<file path="src/rtl/lif_pkg.sv">
// rtl/lif_pkg.sv - shared defaults, FSM state type and saturating add for the LIF scheduler
package lif_pkg;

    localparam int LIF_WIDTH     = 8;
    localparam int LIF_THR_RESET = 230;

    typedef enum logic [1:0] {
        IDLE  = 2'd0,
        SWEEP = 2'd1,
        DONE  = 2'd2
    } lif_state_e;

    // Adds two values one bit wider than w and clamps to 2^w-1 (w <= 32).
    function automatic logic [31:0] sat_add(input logic [31:0] a, input logic [31:0] b,
                                            input int w);
        logic [32:0] sum;
        logic [32:0] lim;
        sum = {1'b0, a} + {1'b0, b};
        lim = (33'd1 << w) - 33'd1;
        return (sum > lim) ? 32'(lim) : 32'(sum);
    endfunction

endpackage

</file>
<file path="src/rtl/lif_tdm_scheduler_if.sv">
// rtl/lif_tdm_scheduler_if.sv - configuration write bus and spike event stream
interface lif_tdm_scheduler_if
    import lif_pkg::*;
#(
    parameter int N_NEURONS = 8,
    parameter int WIDTH     = LIF_WIDTH
);
    localparam int IDX_W = $clog2(N_NEURONS);

    logic             cur_we;
    logic [IDX_W-1:0] cur_addr;
    logic [WIDTH-1:0] cur_data;
    logic             thr_we;
    logic [WIDTH-1:0] thr_data;
    logic             spike_valid;
    logic [IDX_W-1:0] spike_id;

    modport master (
        output cur_we, cur_addr, cur_data, thr_we, thr_data,
        input  spike_valid, spike_id
    );

    modport slave (
        input  cur_we, cur_addr, cur_data, thr_we, thr_data,
        output spike_valid, spike_id
    );

endinterface

</file>
<file path="src/rtl/lif_update.sv">
// rtl/lif_update.sv - combinational leaky integrate-and-fire update for one neuron
module lif_update
    import lif_pkg::*;
#(
    parameter int WIDTH = LIF_WIDTH
) (
    input  logic [WIDTH-1:0] state,
    input  logic [WIDTH-1:0] cur,
    input  logic [WIDTH-1:0] thr,
    output logic [WIDTH-1:0] next_state,
    output logic             spike
);

    logic [31:0] leak;

    always_comb begin
        spike = (state >= thr);
        // Leak keeps 7/8 of the membrane via three shifted copies.
        leak  = 32'(state >> 1) + 32'(state >> 2) + 32'(state >> 3);
        if (spike) begin
            next_state = '0;
        end else begin
            next_state = WIDTH'(sat_add(32'(cur), leak, WIDTH));
        end
    end

endmodule

</file>
<file path="src/rtl/lif_tdm_scheduler.sv">
// rtl/lif_tdm_scheduler.sv - sweeps N virtual neurons through one shared LIF update per timestep
module lif_tdm_scheduler
    import lif_pkg::*;
#(
    parameter int               N_NEURONS = 8,
    parameter int               WIDTH     = LIF_WIDTH,
    parameter logic [WIDTH-1:0] THR_RESET = WIDTH'(LIF_THR_RESET)
) (
    input  logic                 clk,
    input  logic                 rst_n,
    input  logic                 step,
    lif_tdm_scheduler_if.slave   bus,
    output logic                 busy,
    output logic                 done,
    output logic                 overrun
);

    localparam int               IDX_W    = $clog2(N_NEURONS);
    localparam logic [IDX_W-1:0] LAST_IDX = IDX_W'(N_NEURONS - 1);

    lif_state_e       fsm_q, fsm_d;
    logic [IDX_W-1:0] idx_q, idx_d;
    logic [WIDTH-1:0] thr_q, thr_d;
    logic             overrun_q, overrun_d;
    logic             spike_valid_q, spike_valid_d;
    logic [IDX_W-1:0] spike_id_q, spike_id_d;
    logic [WIDTH-1:0] state_q [N_NEURONS];
    logic [WIDTH-1:0] state_d [N_NEURONS];
    logic [WIDTH-1:0] cur_q   [N_NEURONS];
    logic [WIDTH-1:0] cur_d   [N_NEURONS];

    logic [WIDTH-1:0] upd_next;
    logic             upd_spike;

    lif_update #(.WIDTH(WIDTH)) u_update (
        .state      (state_q[idx_q]),
        .cur        (cur_q[idx_q]),
        .thr        (thr_q),
        .next_state (upd_next),
        .spike      (upd_spike)
    );

    always_comb begin
        fsm_d         = fsm_q;
        idx_d         = idx_q;
        thr_d         = thr_q;
        overrun_d     = overrun_q;
        spike_valid_d = 1'b0;
        spike_id_d    = spike_id_q;
        state_d       = state_q;
        cur_d         = cur_q;

        // The update reads cur_q, so a write to the neuron in flight lands for the next timestep.
        if (bus.cur_we) begin
            cur_d[bus.cur_addr] = bus.cur_data;
        end

        if (step && (fsm_q != IDLE)) begin
            overrun_d = 1'b1;
        end

        case (fsm_q)
            IDLE: begin
                if (bus.thr_we) begin
                    thr_d = bus.thr_data;
                end
                if (step) begin
                    fsm_d = SWEEP;
                    idx_d = '0;
                end
            end
            SWEEP: begin
                state_d[idx_q] = upd_next;
                spike_valid_d  = upd_spike;
                if (upd_spike) begin
                    spike_id_d = idx_q;
                end
                if (idx_q == LAST_IDX) begin
                    fsm_d = DONE;
                    idx_d = '0;
                end else begin
                    idx_d = idx_q + IDX_W'(1);
                end
            end
            DONE: begin
                fsm_d = IDLE;
            end
            default: begin
                fsm_d = IDLE;
                idx_d = '0;
            end
        endcase
    end

    always_ff @(posedge clk) begin
        if (!rst_n) begin
            fsm_q         <= IDLE;
            idx_q         <= '0;
            thr_q         <= THR_RESET;
            overrun_q     <= 1'b0;
            spike_valid_q <= 1'b0;
            spike_id_q    <= '0;
            for (int i = 0; i < N_NEURONS; i++) begin
                state_q[i] <= '0;
                cur_q[i]   <= '0;
            end
        end else begin
            fsm_q         <= fsm_d;
            idx_q         <= idx_d;
            thr_q         <= thr_d;
            overrun_q     <= overrun_d;
            spike_valid_q <= spike_valid_d;
            spike_id_q    <= spike_id_d;
            state_q       <= state_d;
            cur_q         <= cur_d;
        end
    end

    assign busy            = (fsm_q != IDLE);
    assign done            = (fsm_q == DONE);
    assign overrun         = overrun_q;
    assign bus.spike_valid = spike_valid_q;
    assign bus.spike_id    = spike_id_q;

endmodule

</file>
<file path="src/flat_wrapper.sv">
// flat-port wrapper written by rule: the top's interface ports become plain ports
module lif_tdm_scheduler_flat import lif_pkg::*;
#(
    parameter int               N_NEURONS = 8,
    parameter int               WIDTH     = LIF_WIDTH,
    parameter logic [WIDTH-1:0] THR_RESET = WIDTH'(LIF_THR_RESET)
)
  (clk, rst_n, step, busy, done, overrun, bus_cur_we, bus_cur_addr, bus_cur_data, bus_thr_we, bus_thr_data, bus_spike_valid, bus_spike_id);
  lif_tdm_scheduler_if #(.N_NEURONS(N_NEURONS), .WIDTH(WIDTH)) bus_i ();
  input  logic clk;
  input  logic rst_n;
  input  logic step;
  output logic busy;
  output logic done;
  output logic overrun;
  input wire logic [$bits(bus_i.cur_we)-1:0] bus_cur_we;
  input wire logic [$bits(bus_i.cur_addr)-1:0] bus_cur_addr;
  input wire logic [$bits(bus_i.cur_data)-1:0] bus_cur_data;
  input wire logic [$bits(bus_i.thr_we)-1:0] bus_thr_we;
  input wire logic [$bits(bus_i.thr_data)-1:0] bus_thr_data;
  output wire logic [$bits(bus_i.spike_valid)-1:0] bus_spike_valid;
  output wire logic [$bits(bus_i.spike_id)-1:0] bus_spike_id;
  assign bus_i.cur_we = bus_cur_we;
  assign bus_i.cur_addr = bus_cur_addr;
  assign bus_i.cur_data = bus_cur_data;
  assign bus_i.thr_we = bus_thr_we;
  assign bus_i.thr_data = bus_thr_data;
  assign bus_spike_valid = bus_i.spike_valid;
  assign bus_spike_id = bus_i.spike_id;
  lif_tdm_scheduler #(.N_NEURONS(N_NEURONS), .WIDTH(WIDTH), .THR_RESET(THR_RESET)) u_core (.clk(clk), .rst_n(rst_n), .step(step), .bus(bus_i), .busy(busy), .done(done), .overrun(overrun));
endmodule
</file>
<file path="config.mk">
export PLATFORM = sky130hd
export DESIGN_NAME = lif_tdm_scheduler_flat
export DESIGN_NICKNAME = d
export VERILOG_FILES = /design/src/rtl/lif_pkg.sv /design/src/rtl/lif_tdm_scheduler_if.sv /design/src/rtl/lif_update.sv /design/src/rtl/lif_tdm_scheduler.sv /design/src/flat_wrapper.sv
export SDC_FILE = /design/constraint.sdc
export NUM_CORES = 1
export LEC_CHECK = 0
export ABC_AREA = 1
export CAP_MARGIN = 20
export CELL_PAD_IN_SITES_DETAIL_PLACEMENT = 0
export CELL_PAD_IN_SITES_GLOBAL_PLACEMENT = 1
export CORE_UTILIZATION = 45
export CTS_BUF_LIST = sky130_fd_sc_hd__clkbuf_16
export CTS_CLUSTER_SIZE = 16
export DETAILED_ROUTE_END_ITERATION = 10
export PLACE_DENSITY_LB_ADDON = 0.1
export SYNTH_ARGS = -nofsm -noshare
export SYNTH_HDL_FRONTEND = slang
export SYNTH_SLANG_ARGS = --single-unit
</file>
<file path="constraint.sdc">
create_clock -name clk -period 4.4 [get_ports clk]
set_clock_uncertainty 0.15 [all_clocks]
set_input_delay 0.66 -clock clk [delete_from_list [all_inputs] [get_ports clk]]
set_output_delay 0.66 -clock clk [all_outputs]
set_load 0.01 [all_outputs]
</file>
# Word-level counts from Yosys, hierarchy flattened
# Cells that the tools add are included.
[totals]
ff_bits = 146
input_bits = 24
out_inout_bits = 7
elab_cells = 70
[classes]
n_addsub = 4
n_lt_le_gt_ge = 6
n_eq_ne = 5
n_mux = 20
n_bitwise = 3
n_reduce_logical = 10
[ops]
columns = ["operator", "n"]
rows = [
  ["$bwmux 64", 2],
  ["$mux 8", 8],
  ["$bmux 8 s3", 2],
  ["$demux 8 s3", 2],
  ["$add 8x9->10", 1],
  ["$gt 10x8->1 const B", 1],
  ["$reduce_and 2->1", 5],
  ["$add 8x5->9", 1],
  ["$pmux 3 s3", 1],
  ["$add 7x6->8", 1],
  ["$ge 4x4->1 const B", 2],
  ["$ge 8x8->1", 1],
  ["$lt 4x1->1 const B", 2],
  ["$not 3->4", 2],
  ["$mux 3", 2],
  ["$mux 2", 2],
  ["$pmux 2 s2", 1],
  ["$add 3x1->3 const B", 1],
  ["$eq 3x3->1 const B", 1],
  ["$logic_and 1x1->1", 3],
  ["$eq 2x1->1 const B", 1],
  ["$eq 2x2->1 const B", 1],
  ["$logic_not 2->1", 1],
  ["$ne 2x1->1 const B", 1],
  ["3 further kinds", 3],
]

# Depth between registers and ports, before layout
# Gate-level depths: netlist of run 1.
[depth]
ltp_word = 11
ltp_mapped = 24
mapped_depth_nobuf = 23

# Hierarchy
# A second synthesis of run 1 with hierarchy kept.
[unflattened]
cells_unflattened = 1255
hier_area_um2 = 7820.0
[by_module_without_submodules]
columns = ["module", "n_inst", "cells_each", "area_per_inst_um2", "seq_area_each_um2"]
rows = [
  ["lif_tdm_scheduler", 1, 1106, 6847.8, 2922.8],
  ["lif_update", 1, 149, 972.2, 0.0],
]

# Worst setup path before layout of run 1
# No wires, ideal clock.
[synth_timing]
kind = "reg2reg"
start = "register u_core.idx_q[1]"
end = "register u_core.state_q[0] (netlist name)"
setup_ps = 70
arrival_ps = 3818
required_ps = 4180
setup_slack_ps = 362
path_stages_with_launch = 25
n_path_buf = 2
cell_sequence = "dfxtp_1 buf_4 inv_1 nand3_2 inv_1 buf_2 nand2_1 and3_1 nand4_1 inv_1 fa_1 fa_1 inv_1 ha_1 inv_1 fa_1 inv_1 nand2_1 nand2_1 nand3_1 nand2_1 nand2_1 nand3_1 nand2_1 a21oi_1"
[synth_between]
elab_chain_cells = 11
word_cells_on_any_way = 20
[synth_rtl]
columns = ["item", "line_no", "source"]
rows = [
  ["from (decl)", "lif_tdm_scheduler.sv:22", "logic [IDX_W-1:0] idx_q, idx_d;"],
  ["from (signal assigned)", "lif_tdm_scheduler.sv:109", "idx_q <= idx_d;"],
  ["$not 3->4 (not written as such) *", "lif_tdm_scheduler.sv:36, lif_tdm_scheduler.sv:37, lif_tdm_scheduler.sv:73", ""],
  ["$bmux 8 s3", "lif_tdm_scheduler.sv:36", ".state (state_q[idx_q]),"],
  ["$mux 8 (not written as such) (2 in series)", "lif_tdm_scheduler.sv:36", ""],
  ["$add 7x6->8", "lif_update.sv:19", "leak = 32'(state >> 1) + 32'(state >> 2) + 32'(state >> 3);"],
  ["$add 8x5->9", "lif_update.sv:19", ""],
  ["$add 8x9->10", "lif_pkg.sv:18", "sum = {1'b0, a} + {1'b0, b};"],
  ["$gt 10x8->1", "lif_pkg.sv:20", "return (sum > lim) ? 32'(lim) : 32'(sum);"],
  ["$mux 8", "lif_pkg.sv:20", ""],
  ["$mux 8", "lif_update.sv:20", "if (spike) begin"],
  ["$bwmux 64 *", "lif_tdm_scheduler.sv:73", "state_d[idx_q] = upd_next;"],
  ["to (signal assigned)", "lif_tdm_scheduler.sv:114", "state_q <= state_d;"],
  ["to (decl)", "lif_tdm_scheduler.sv:27", "logic [WIDTH-1:0] state_q [N_NEURONS];"],
]
# Mark *: on every way between the ends. The rest lies on a longest branch, timed or not. The select of a mux whose other input is x is not followed.
# A chain may end at the register's enable or synchronous reset.

# Worst setup path in the final report of run 1
[layout_timing]
start = "register u_core.idx_q[2]"
end = "register u_core.state_q[18] (netlist name)"
# Same word-level chain as after synthesis.

==> impl_metrics.env, run 1 <==
export IMPL_outcome="complete, but fails checks"
export IMPL_violations="DRC"
export IMPL_path_max_fanout=8
export IMPL_fp_dieW_um=124.9
export IMPL_area_growth_pct=25.79
export IMPL_wl_per_cell_um=17.19
export IMPL_grt_pass1_vias=6010
export IMPL_rr_startpoint="u_core.idx_q[2]"
export IMPL_rsz0062_at_grt="true"
export IMPL_critPathKind="reg2reg"
export IMPL_clk_insertion_delay_late_ps=420
export IMPL_grt_pass1_wl_um=31910
export IMPL_regToRegEndpoint="u_core.state_q[18]"
export IMPL_pin_count=31
export IMPL_cts_buffer_depth=2
export IMPL_place_area_sq_mm=0.007677
export IMPL_drtIter0Drc=532
export IMPL_min_delay_start="u_core.cur_q[39]"
export IMPL_peakVddDrop_uv=320.8
export IMPL_h_tree_depth=4
export IMPL_fin_nets=1050
export IMPL_syn_area_sq_mm=0.006802
export IMPL_synth_warnings=0
export IMPL_finalMaxSlewViolations=0
export IMPL_final_seq_area_sq_mm=0.002934
export IMPL_grt_ovfl_total=0
export IMPL_ant_nets=0
export IMPL_finalCritPeriodShare_pct=96.92
export IMPL_ys_ff_latch=146
export IMPL_hpwl_um=14440
export IMPL_vias=6537
export IMPL_syn_nets=964
export IMPL_syn_inst=907
export IMPL_antenna_found_initial=0
export IMPL_initial_utilization_pct=46.45
export IMPL_numClockSinks=146
export IMPL_path_clk_slew_ps=60
export IMPL_drt_wl_total_um=20440
export IMPL_async_reset_ff_share_pct=0
export IMPL_tns_ps=0
export IMPL_min_path_type="reg2reg"
export IMPL_ys_flop_type="dfxtp_1"
export IMPL_cts_root_buf="clkbuf_16"
export IMPL_reg2reg_depth=22
export IMPL_fillCellCount=1340
export IMPL_rows=44
export IMPL_final_util_pct=58.42
export IMPL_power_density_mw_per_mm2=405.5
export IMPL_ys_types=36
export IMPL_cp_arrival_ps=4380
export IMPL_multi_input_area_sq_mm=0.003470
export IMPL_relSlewSlack_pct=20.33
export IMPL_p_leak_uw=0.003759
export IMPL_post_drt_via_cell_ratio=5.498
export IMPL_final_area_sq_mm=0.008556
export IMPL_timing_hold_ws_ps=303.1
export IMPL_gp_congestion=0.9135
export IMPL_reg2reg_slack_ps=140
export IMPL_fin_crit_ps=4265
export IMPL_final_hold_viol_count=0
export IMPL_startpoint_type="flop"
export IMPL_worst_pin_slew_ps=1191
export IMPL_track_usage_pct=26.63
export IMPL_cts_tree="done"
export IMPL_first_pass_iters=8
export IMPL_diodes=0
export IMPL_whs_path_depth=2
export IMPL_totalPowerFinal_uw=3469
export IMPL_required_ps=4520
export IMPL_min_to="u_core.cur_q[39]"
export IMPL_drive_gt1_share_pct=16.62
export IMPL_io_buffers=30
export IMPL_drc=8
export IMPL_core_area_sq_mm=0.01464
export IMPL_finalSetupViolCount=0
export IMPL_cts_made_buffers=17
export IMPL_grt_max_degree=66
export IMPL_synth_edf_count=0
export IMPL_endpoint_kind="flop"
export IMPL_max_freq_mhz=234.5
export IMPL_die_area_sq_mm=0.01561
export IMPL_avgSynthCellArea_sq_um=7.499
export IMPL_die_y_um=124.9
export IMPL_max_cap_violations=0
export IMPL_synth_seq_area_share_pct=42.97
==> cells in the final DEF, fill, tap and decap left out, drive strengths merged, types with 3 or more instances in the layout <==
master         synthesis  layout
clkinv                 2      11
nand4                 13      13
clkbuf                22      17
a22o                   5       5
buf                   22      82
ha                    22      22
fa                    11      11
a22oi                 15      15
nand3                 27      27
nor2                 143     143
nand2                115     115
clkdlybuf4s50          0      29
dfxtp                146     146
o21ai                135     135
o22ai                  5       5
inv                  101     102
o211ai                 5       5
a211oi                 4       4
a21oi                 91      91
a221oi                10      10
nor3                   4       4
and3                   3       3
==> how the worst max path moves through the flow <==
| stage | startpoint | endpoint | slack (ps) |
|---|---|---|---|
| 2_1_floorplan | u_core.idx_q[1] | u_core.state_q[0] | 360 |
| 3_3_place_gp | u_core.idx_q[1] | u_core.state_q[24] | -130 |
| 3_5_place_dp | u_core.idx_q[1] | u_core.state_q[24] | -120 |
| 4_1_cts | u_core.idx_q[1] | u_core.state_q[47] | 4 |
| 5_1_grt | u_core.idx_q[2] | u_core.state_q[16] | -60 |
| 6_report | u_core.idx_q[2] | u_core.state_q[18] | 140 |
==> synth_stat cells (all sizes together), types with 10 or more instances <==
library cell,number,share of area [%]
buf,22,1.7
a21oi,91,6.7
nand2,115,6.3
nand3,27,2.2
o21ai,135,9.9
fa,11,3.2
nor2,143,7.9
nand4,13,1.2
inv,101,5.6
dfxtp,146,43
clkbuf,22,1.2
a221oi,10,1.3
a22oi,15,1.7
ha,22,4.0
==> metrics by stage <==
step                      std cells  worst slack (ps)
after floorplan                 907             361.7
after global placement         1142            -131.7
after detailed placement       1143            -118.6
after CTS                      1174             4.294
after global routing           1189            -57.25
final                          1189             135.4
==> flip-flops by register name (all words and copies together) (netlist names) <==
register / cells
u_core.bus.spike_valid: 1
u_core.fsm_q: 2
u_core.state_q: 64
u_core.overrun: 1
u_core.cur_q: 64
u_core.idx_q: 3
u_core.bus.spike_id: 3
u_core.thr_q: 8
==> area by class of cell <==
class	count	area share (%)
well taps	184	2.691
clock inverters	14	1.462
clock buffers	17	4.972
repair buffers	111	11.41
inverters	103	4.621
multi-input cells	614	40.55
flip-flops and latches	146	34.29
==> cell families after synthesis <==
| logic type | after synthesis | share of synthesized area, % |
|---|---|---|
| buf+inv | 147 | 8.609 |
| compound gates | 272 | 21.95 |
| simple gates | 306 | 18.80 |
| flops | 146 | 42.97 |
| fa+ha+maj | 33 | 7.285 |
| xor+xnor | 3 | 0.3864 |
==> critical path: stages, from the launching register on <==
cell	delay, ps
dfxtp_4	380
buf_6	150
nor3_2	220
buf_6	170
nand2_1	50
and3_1	140
nand4_1	160
inv_2	70
buf_4	130
buf_4	120
fa_1	450
fa_1	580
inv_1	60
ha_1	310
nand3_1	90
nand3_1	90
nand2_1	70
nand2_1	60
o21ai_1	90
buf_4	170
nand3_1	100
nand2_2	200
a21oi_1	100
==> power breakdown <==
part / internal [uW] / switching [uW] / leakage, uW
Sequential: 1370 / 24.4 / 0.00119
Combinational: 285 / 425 / 0.00229
Clock: 817 / 549 / 0.000279
==> metal layers <==
metal  part of all wire [%]  up-vias  GRT usage [%]  wire, um
met3                    7.7       32          6.761      1575
met4                    2.0        0          9.900       408
met1                     47     3054          36.95      9504
li1                       -     3198              -         -
met2                     44      253          39.95      8949
met5                      0        -              0         0
==> repair_timing <==
| action | 4_1_cts | 5_1_grt |
|---|---|---|
| hold buffers | 0 | 0 |
| pin swaps | 1 | 11 |
| buffers inserted | 0 | 11 |
| endpoints found under the setup margin | 64 | 64 |
| gates cloned | 0 | 0 |
| gates resized for setup | 6 | 55 |
No activity file was read; power rests on OpenSTA's default activity.
==> inputs of run 2 (changes only) <==
GPL_TIMING_DRIVEN = 0   (was default)
==> run 2 against run 1 <==
Against the previous run: largest cell class unchanged; routed wire length grew 5.8%; worst hold slack lost 1.3 ps; die area is the same; cell count shrank 1.4%; worst setup slack lost 110 ps; power grew 5.0%; critical path depth grew 1; sequential power is essentially flat; the flow still finishes with violations (DRC); non-clock buffer count shrank 18; critical path type unchanged; first-iteration DRC count grew 28%; via count grew 0.70%; global-route usage grew 1.7 points.
==> impl_metrics.env, run 2 (synthesized netlist as in run 1, its figures left out) <==
export IMPL_finalCritPeriodShare_pct=99.38
export IMPL_cts_tree="done"
export IMPL_final_common_cell="dfxtp_1"
export IMPL_die_area_sq_mm=0.01561
export IMPL_rr_startpoint="u_core.idx_q[1]"
export IMPL_io_buffers=24
export IMPL_core_area_sq_mm=0.01464
export IMPL_startpoint_type="flop"
export IMPL_finalMaxSlewViolations=0
export IMPL_hpwl_um=15210
export IMPL_post_drt_via_cell_ratio=5.617
export IMPL_switching_power_uw=1083
export IMPL_clock_power_share_pct=41.8
export IMPL_max_cap_violations=0
export IMPL_diodes=0
export IMPL_mostFrequentLayoutCells="dfxtp_1, nor2_1, o21ai_0, nand2_1, inv_1"
export IMPL_initial_utilization_pct=46.45
export IMPL_grt_pass1_wl_um=33650
export IMPL_worst_pin_slew_ps=782.3
export IMPL_tns_ps=0
export IMPL_min_to="u_core.cur_q[22]"
export IMPL_internal_power_uw=2558
export IMPL_drtIter0Drc=682
export IMPL_endpoint_kind="flop"
export IMPL_drc=8
export IMPL_track_usage_pct=28.32
export IMPL_grt_pass1_vias=6291
export IMPL_final_seq_area_sq_mm=0.002929
export IMPL_rows=44
export IMPL_relSlewSlack_pct=47.79
export IMPL_largest_registers="u_core.cur_q: 64 flops, u_core.state_q: 64 flops, u_core.thr_q: 8 flops"
export IMPL_outcome="complete, but fails checks"
export IMPL_reg2reg_slack_ps=30
export IMPL_fin_crit_ps=4373
export IMPL_crit_family="adder cells"
export IMPL_cpPeakStageDelay_ps=550
export IMPL_met1_usage_pct=38.75
export IMPL_cts_root_buf="clkbuf_16"
export IMPL_grt_max_degree=17
export IMPL_worst_slack_ps=27.40
export IMPL_cts_buffer_depth=2
export IMPL_first_pass_iters=8
export IMPL_p_comb_share_pct=19.8
export IMPL_cpMostUsedCell="nand2_2"
export IMPL_clk_insertion_delay_late_ps=430
export IMPL_vias=6583
export IMPL_drive_gt1_share_pct=17.21
export IMPL_busiest_layer="met2"
export IMPL_fin_nets=1032
export IMPL_whs_path_depth=2
export IMPL_crit_path_top_delay_cell="fa_1"
export IMPL_worst_path_buf_inv=7
export IMPL_h_tree_depth=4
export IMPL_p_leak_uw=0.003688
export IMPL_rsz0062_at_grt="true"
export IMPL_path_cells="buf_6 -> buf_6 -> nor3_4 -> buf_6 -> nand2_2 -> and3_4 -> nand4_1 -> inv_1 -> fa_1 -> fa_1 -> inv_1 -> ha_2 -> inv_2 -> fa_2 -> inv_2 -> nand2_2 -> nand2_2 -> nand3_2 -> nand2_2 -> nand2_4 -> nand3_1 -> nand2_4 -> a21oi_1"
export IMPL_cp_arrival_ps=4590
export IMPL_cts_made_buffers=17
export IMPL_path_clk_slew_ps=70
export IMPL_wl_per_cell_um=18.46
export IMPL_grt_ovfl_total=0
export IMPL_fp_dieW_um=124.9
export IMPL_use_met3_pct=5.734
export IMPL_antenna_found_initial=0
export IMPL_max_freq_mhz=228.7
export IMPL_multi_input_area_sq_mm=0.003719
export IMPL_drt_wl_total_um=21630
export IMPL_area_growth_pct=26.25
export IMPL_min_path_type="reg2reg"
export IMPL_power_density_mw_per_mm2=424.0
export IMPL_dp_worst_setup_slack_ps=-848.7
export IMPL_reg2reg_depth=23
export IMPL_min_delay_start="u_core.cur_q[22]"
export IMPL_numClockSinks=146
export IMPL_die_y_um=124.9
export IMPL_regToRegEndpoint="u_core.state_q[16]"
export IMPL_required_ps=4610
export IMPL_grt_use_met2_pct=44.18
export IMPL_seq_power_share_pct=38.3
export IMPL_ant_nets=0
export IMPL_critPathKind="reg2reg"
export IMPL_gp_congestion=0.8892
export IMPL_peakVddDrop_uv=276.7
export IMPL_final_hold_viol_count=0
export IMPL_violations="DRC"
export IMPL_pin_count=31
export IMPL_fillCellCount=1359
export IMPL_swShare_pct=29.74
export IMPL_finalSetupViolCount=0
export IMPL_path_max_fanout=8
-- run 2: cell count changes in the layout (fill, tap and decap cells not counted), sizes merged --
cell / before / now
buf: 82 / 48
clkbuf: 17 / 38
clkdlybuf4s50: 29 / 24
clkinv: 11 / 6
inv: 102 / 105
bufinv: 2 / 4
clkinvlp: 2 / 3
-- run 2: power groups by stage --
stage / sequential, uW / combinational [uW] / clock, uW
2_1_floorplan: 1410 / 359 / 0
3_3_place_gp: 1420 / 544 / 0
3_5_place_dp: 1420 / 552 / 0
4_1_cts: 1390 / 630 / 1530
5_1_grt: 1400 / 791 / 1600
6_report: 1390 / 723 / 1520
-- run 2: what timing repair did --
item                                    4_1_cts  5_1_grt
buffers inserted                              9       16
hold buffers                                  0        0
gates resized for setup                      59       68
pin swaps                                     5       24
endpoints found under the hold margin         0        0
endpoints found under the setup margin       64       64
-- run 2: area by class of cell --
class | instances | share of cell area, %
multi-input cells | 614 | 43.30
flip-flops and latches | 146 | 34.11
repair buffers | 49 | 5.362
clock buffers | 17 | 4.954
inverters | 103 | 4.663
plain buffers | 44 | 2.696
well taps | 184 | 2.681
clock inverters | 15 | 2.229
-- run 2: worst register-to-register path: cells and delay by family, from the launching register on --
kind / cells / cell delay, ps
compound gates: 1 / 180
buf+inv: 7 / 730
fa+ha+maj: 4 / 1530
simple gates: 11 / 1390
flops: 1 / 330
-- run 2: metrics by stage --
stage | util [%] | cell area, sq um | total power, uW | cells | hold slack (ps)
after floorplan | - | 6802 | 1773 | 907 | 274.5
after global placement | 49.66 | 7272 | 1961 | 1115 | 287.5
after detailed placement | 49.66 | 7272 | 1970 | 1115 | 297.1
after CTS | 56.01 | 8202 | 3556 | 1156 | 307.2
after global routing | 58.64 | 8587 | 3785 | 1172 | 319.7
final | 58.64 | 8587 | 3641 | 1172 | 301.8
-- run 2: worst max path at each step --
stage / cells after the start / start / to / slack (ps)
final: 23 / u_core.idx_q[1] / u_core.state_q[16] / 30
after global routing: 24 / u_core.idx_q[2] / u_core.state_q[20] / -200
after CTS: 24 / u_core.idx_q[2] / u_core.state_q[11] / 3
after detailed placement: 21 / u_core.idx_q[0] / u_core.state_q[53] / -850
after global placement: 21 / u_core.idx_q[0] / u_core.state_q[61] / -820
after floorplan: 24 / u_core.idx_q[1] / u_core.state_q[0] / 360
-- run 2: routing by layer --
metal,routed length [um],vias to the layer above
met5,0,-
met4,562,0
met3,1555,41
met2,9712,235
met1,9800,3146
li1,-,3161
